<file path="src/rtl/spike_hs_pkg.sv">
// spike_hs_pkg: shared handshake FSM states and default sizing for the spike receiver.
package spike_hs_pkg;
    typedef enum logic {IDLE, ACK_HI} hs_state_e;
    localparam int DEF_DATA_W     = 8;
    localparam int DEF_FIFO_DEPTH = 4;
endpackage

</file>
<file path="src/rtl/spike_hs_sync.sv">
// spike_hs_sync: STAGES-flop synchronizer with asynchronous reset to 0.
module spike_hs_sync #(
    parameter int STAGES = 2
) (
    input  logic clk,
    input  logic rst,
    input  logic d_i,
    output logic q_o
);
    logic [STAGES-1:0] sync_q, sync_d;
    assign sync_d = {sync_q[STAGES-2:0], d_i};
    assign q_o    = sync_q[STAGES-1];
    always_ff @(posedge clk or posedge rst)
        if (rst) sync_q <= '0;
        else     sync_q <= sync_d;
endmodule

</file>
<file path="src/rtl/spike_hs_rx.sv">
// spike_hs_rx: 4-phase bundled-data receiver from an async Muller pipeline into a clocked FIFO.
// Define SPIKE_HS_RX_SYNC3_EN for a 3-flop req_i synchronizer (default is 2 flops).
module spike_hs_rx
    import spike_hs_pkg::*;
#(
    parameter int DATA_W     = DEF_DATA_W,
    parameter int FIFO_DEPTH = DEF_FIFO_DEPTH
) (
    input  logic                          clk,
    input  logic                          rst,
    input  logic                          req_i,
    input  logic [DATA_W-1:0]             data_i,
    output logic                          ack_o,
    output logic                          out_valid_o,
    input  logic                          out_ready_i,
    output logic [DATA_W-1:0]             out_data_o,
    output logic [$clog2(FIFO_DEPTH):0]   fill_o
);
`ifdef SPIKE_HS_RX_SYNC3_EN
    localparam int SYNC_STAGES = 3;
`else
    localparam int SYNC_STAGES = 2;
`endif
    localparam int AW = $clog2(FIFO_DEPTH);
    localparam int FW = AW + 1;
    localparam logic [FW-1:0] FULL = FW'(FIFO_DEPTH);

    logic              req_s, push, pop;
    hs_state_e         state_q, state_d;
    logic [AW-1:0]     wptr_q, wptr_d, rptr_q, rptr_d;
    logic [FW-1:0]     fill_q, fill_d;
    logic [DATA_W-1:0] mem_q [FIFO_DEPTH];

    spike_hs_sync #(.STAGES(SYNC_STAGES)) u_sync (
        .clk (clk),
        .rst (rst),
        .d_i (req_i),
        .q_o (req_s)
    );

    assign ack_o       = state_q == ACK_HI;
    assign out_valid_o = fill_q != '0;
    assign out_data_o  = mem_q[rptr_q];
    assign fill_o      = fill_q;

    // A full FIFO withholds the capture, which keeps ack_o low and stalls the sender.
    always_comb begin
        push    = state_q == IDLE && req_s && fill_q < FULL;
        pop     = out_valid_o && out_ready_i;
        state_d = state_q == IDLE ? (push ? ACK_HI : IDLE) : (req_s ? ACK_HI : IDLE);
        wptr_d  = push ? wptr_q + AW'(1) : wptr_q;
        rptr_d  = pop ? rptr_q + AW'(1) : rptr_q;
        fill_d  = fill_q + FW'(push) - FW'(pop);
    end

    always_ff @(posedge clk or posedge rst)
        if (rst) begin
            state_q <= IDLE;
            wptr_q  <= '0;
            rptr_q  <= '0;
            fill_q  <= '0;
        end else begin
            state_q <= state_d;
            wptr_q  <= wptr_d;
            rptr_q  <= rptr_d;
            fill_q  <= fill_d;
        end

    always_ff @(posedge clk)
        if (push) mem_q[wptr_q] <= data_i;
endmodule

</file>
<file path="config.mk">
export PLATFORM = sky130hd
export DESIGN_NAME = spike_hs_rx
export DESIGN_NICKNAME = d
export VERILOG_FILES = /design/src/rtl/spike_hs_pkg.sv /design/src/rtl/spike_hs_sync.sv /design/src/rtl/spike_hs_rx.sv
export SDC_FILE = /design/constraint.sdc
export NUM_CORES = 1
export LEC_CHECK = 0
export BUFFER_PORTS_ARGS = -buffer_cell sky130_fd_sc_hd__buf_2
export CAP_MARGIN = 20
export CELL_PAD_IN_SITES_DETAIL_PLACEMENT = 0
export CELL_PAD_IN_SITES_GLOBAL_PLACEMENT = 1
export CORE_UTILIZATION = 40
export DETAILED_ROUTE_END_ITERATION = 12
export PLACE_DENSITY = 0.71
export SYNTH_ARGS = -nofsm -noshare
export SYNTH_HDL_FRONTEND = slang
export SYNTH_SLANG_ARGS = --single-unit
</file>
<file path="constraint.sdc">
create_clock -name clk -period 6.1 [get_ports clk]
set_input_delay 0.61 -clock clk [delete_from_list [all_inputs] [get_ports clk]]
set_output_delay 0.61 -clock clk [all_outputs]
set_load 0.02 [all_outputs]
</file>
==> impl_metrics.tcl <==
set metrics [dict create \
    vias 772 \
    cellLeakagePower_nw 0.746 \
    postSynthAreaPerCell_um2 20.3 \
    coreArea_mm2 0.00400 \
    final_common_cell "edfxtp_1" \
    slew_viol_final 0 \
    fin_util 0.485 \
    critPathSlowestCell "dfrtp_1" \
    htreeDepth 2 \
    worstSetupEndpointType "primary output" \
    ant_nets 0 \
    diodes 0 \
    die_y_um 66.6 \
    routed_wl_um 2530 \
    die-area_mm2 0.00443 \
    skew_ps 3.97 \
    clk_latency_ps 290 \
    hold_buffers 0 \
    clock-sinks 42 \
    drcViolationCount 0 \
    first_pass_iters 4 \
    antenna_found_initial 0 \
    fin_crit_ps 2380 \
    critPathArrivalTime_ps 1770 \
    synth_top_area_cell "edfxtp_1" \
    slew_headroom 0.609 \
    switchingPower_mw 0.300 \
    cp.buffers_inverters 1 \
    wl_per_cell_um 15.6 \
    grt_start_max_net_pins 14 \
    vdd.ir_drop.worst_mv 0.237 \
    yosys.area_share.simple 0.0300 \
    syn_area_mm2 0.00167 \
    chipWidth_um 66.6 \
    grt_usage 0.132 \
    tightest_slew_ps 586 \
    crit_type "reg -> out" \
    grt_pass1_vias 802 \
    cellInternalPower_mw 0.615 \
    hp-class "in -> async" \
    required_ps 5490 \
    synthDistinctLibCells 17 \
    p_per_area_mw_per_mm2 471 \
    root_buffer "clkbuf_8" \
    tns_ps 0 \
    worstPathCellList "mux4_2 > buf_2" \
    swShare 0.328 \
    finalCritPeriodShare 0.390 \
    cts-resized-gates 0 \
    max_cap_violations 0 \
    cp_top_family "flip-flops" \
    outcome "finished clean" \
    fmax_mhz 421 \
    synth-compound-area-share 0.0150 \
    post-cts-setup-buffer-count 0 \
    syn_to_final_growth_pct 16.5 \
    drive_gt1_frac 0.375 \
    seqPwrFrac 0.462 \
    final_cell_mix "32 x edfxtp_1, 24 x buf_2, 10 x dfrtp_1" \
    synth_top_area_share 0.577 \
    grt_overflow 0 \
    via_per_inst 4.77 \
    synth.area.mux_share 0.117 \
    io_pins 25 \
    numPortBuffers 24 \
    pwr-share-clk 0.232 \
    rsz0062_at_grt "false" \
    final_nets 130 \
    clk_pin_slew_ps 80 \
    synth-warning-count 0 \
    power_frac_comb 0.306 \
    crit_fanout 10 \
    yosysSeqAreaShare 0.727 \
    synth_area_leaders "edfxtp_1 58%, dfrtp_1 15%, mux4_2 11%, ha_1 4.5%, inv_1 1.8%" \
    synth_seq_cells 42 \
    row_count 23 \
    critPathLaunchType "flip-flop" \
    synthCells 82 \
    synth_xor_xnor_area_share 0.0263 \
    cts_tree "yes" \
    clk_path_buf_depth 2 \
    slowest_delay_ps 720 \
    cts-buffers-inserted 5 \
    finalHoldViolations 0 \
    drt_iter0_markers 18 \
    fill_cells 332 \
    place_congestion 0.645 \
    initial_utilization 0.417 \
    synthAdderAreaFrac 0.0571 \
    synth_top_family_by_area "multiplexers" \
    syn_nets 101 \
    grt_pass1_wl_um 3840 \
    setup_violations 0 \
]
power groups by stage:
stage,clock [mW],combinational (mW),sequential (mW)
2_1_floorplan,0,0.222,0.410
3_3_place_gp,0,0.272,0.429
3_5_place_dp,0,0.284,0.433
4_1_cts,0.219,0.286,0.427
5_1_grt,0.228,0.305,0.434
6_report,0.212,0.280,0.423
Yosys cell counts (all sizes together):
cell and count:
a21boi 1, and2 4, buf 1, clkbuf 1, dfrtp 10, edfxtp 32, fa 1, ha 6
inv 8, mux2 1, mux4 8, nor3b 1, o311ai 1, o31a 1, or3 1, xnor2 3
xor2 2
logic make-up (layout without fill, tap and decap cells):
group	count (synthesis)	after routing
fa+ha+maj	7	7
buf+inv	10	40
simple gates	6	6
xor+xnor	5	5
flops	42	42
mux	9	9
compound gates	3	3
through the flow:
step	instance area [um2]	power (mW)	cells	hold slack, ps	setup slack (ps)
detailed placement	1830	0.717	154	344	3840
global placement	1830	0.701	154	339	3970
global route	1940	0.967	162	331	3600
finish	1940	0.915	162	287	3720
floorplan	1670	0.631	82	331	3940
CTS	1940	0.933	162	291	3650
worst paths after layout:
| check | cells past startpoint | startpoint | slack, ps | to |
|---|---|---|---|---|
| hold / removal | 2 | rst | 290 | fill_o[2]$_DFF_PP0_ |
| max in group asynchronous | 2 | rst | 5530 | fill_o[0]$_DFF_PP0_ |
| setup reg to reg | 8 | fill_o[2]$_DFF_PP0_ | 3840 | fill_o[2]$_DFF_PP0_ |
| setup / recovery | 2 | rptr_q[0]$_DFFE_PP0P_ | 3720 | out_data_o[0] |
| hold reg to reg | 0 | u_sync.sync_q[0]$_DFF_PP0_ | 360 | u_sync.sync_q[1]$_DFF_PP0_ |
| min in group clk | 0 | u_sync.sync_q[0]$_DFF_PP0_ | 360 | u_sync.sync_q[1]$_DFF_PP0_ |
state kept, by name, indices dropped and copies added, names as in the netlist:
name	count
mem_q	32
fill_o	3
rptr_q	2
u_sync.sync_q	2
wptr_q	2
ack_o	1
cell type report:
cell class	count	area (um2)	share of cell area
repair buffers	24	120	0.0619
inverters	8	30.0	0.0155
clock inverters	3	40.0	0.0206
flip-flops and latches	42	1210	0.624
well taps	50	62.6	0.0322
multi-input cells	30	409	0.211
clock buffers	5	68.8	0.0354
metal layers:
layer | vias to the layer above | wire [um] | track usage
li1 | 364 | - | -
met2 | 13 | 1350 | 0.229
met5 | - | 0 | 0
met4 | 0 | 53 | 0.0718
met1 | 388 | 1030 | 0.136
met3 | 7 | 94 | 0.0514
Power figures use the tool's default switching activity.
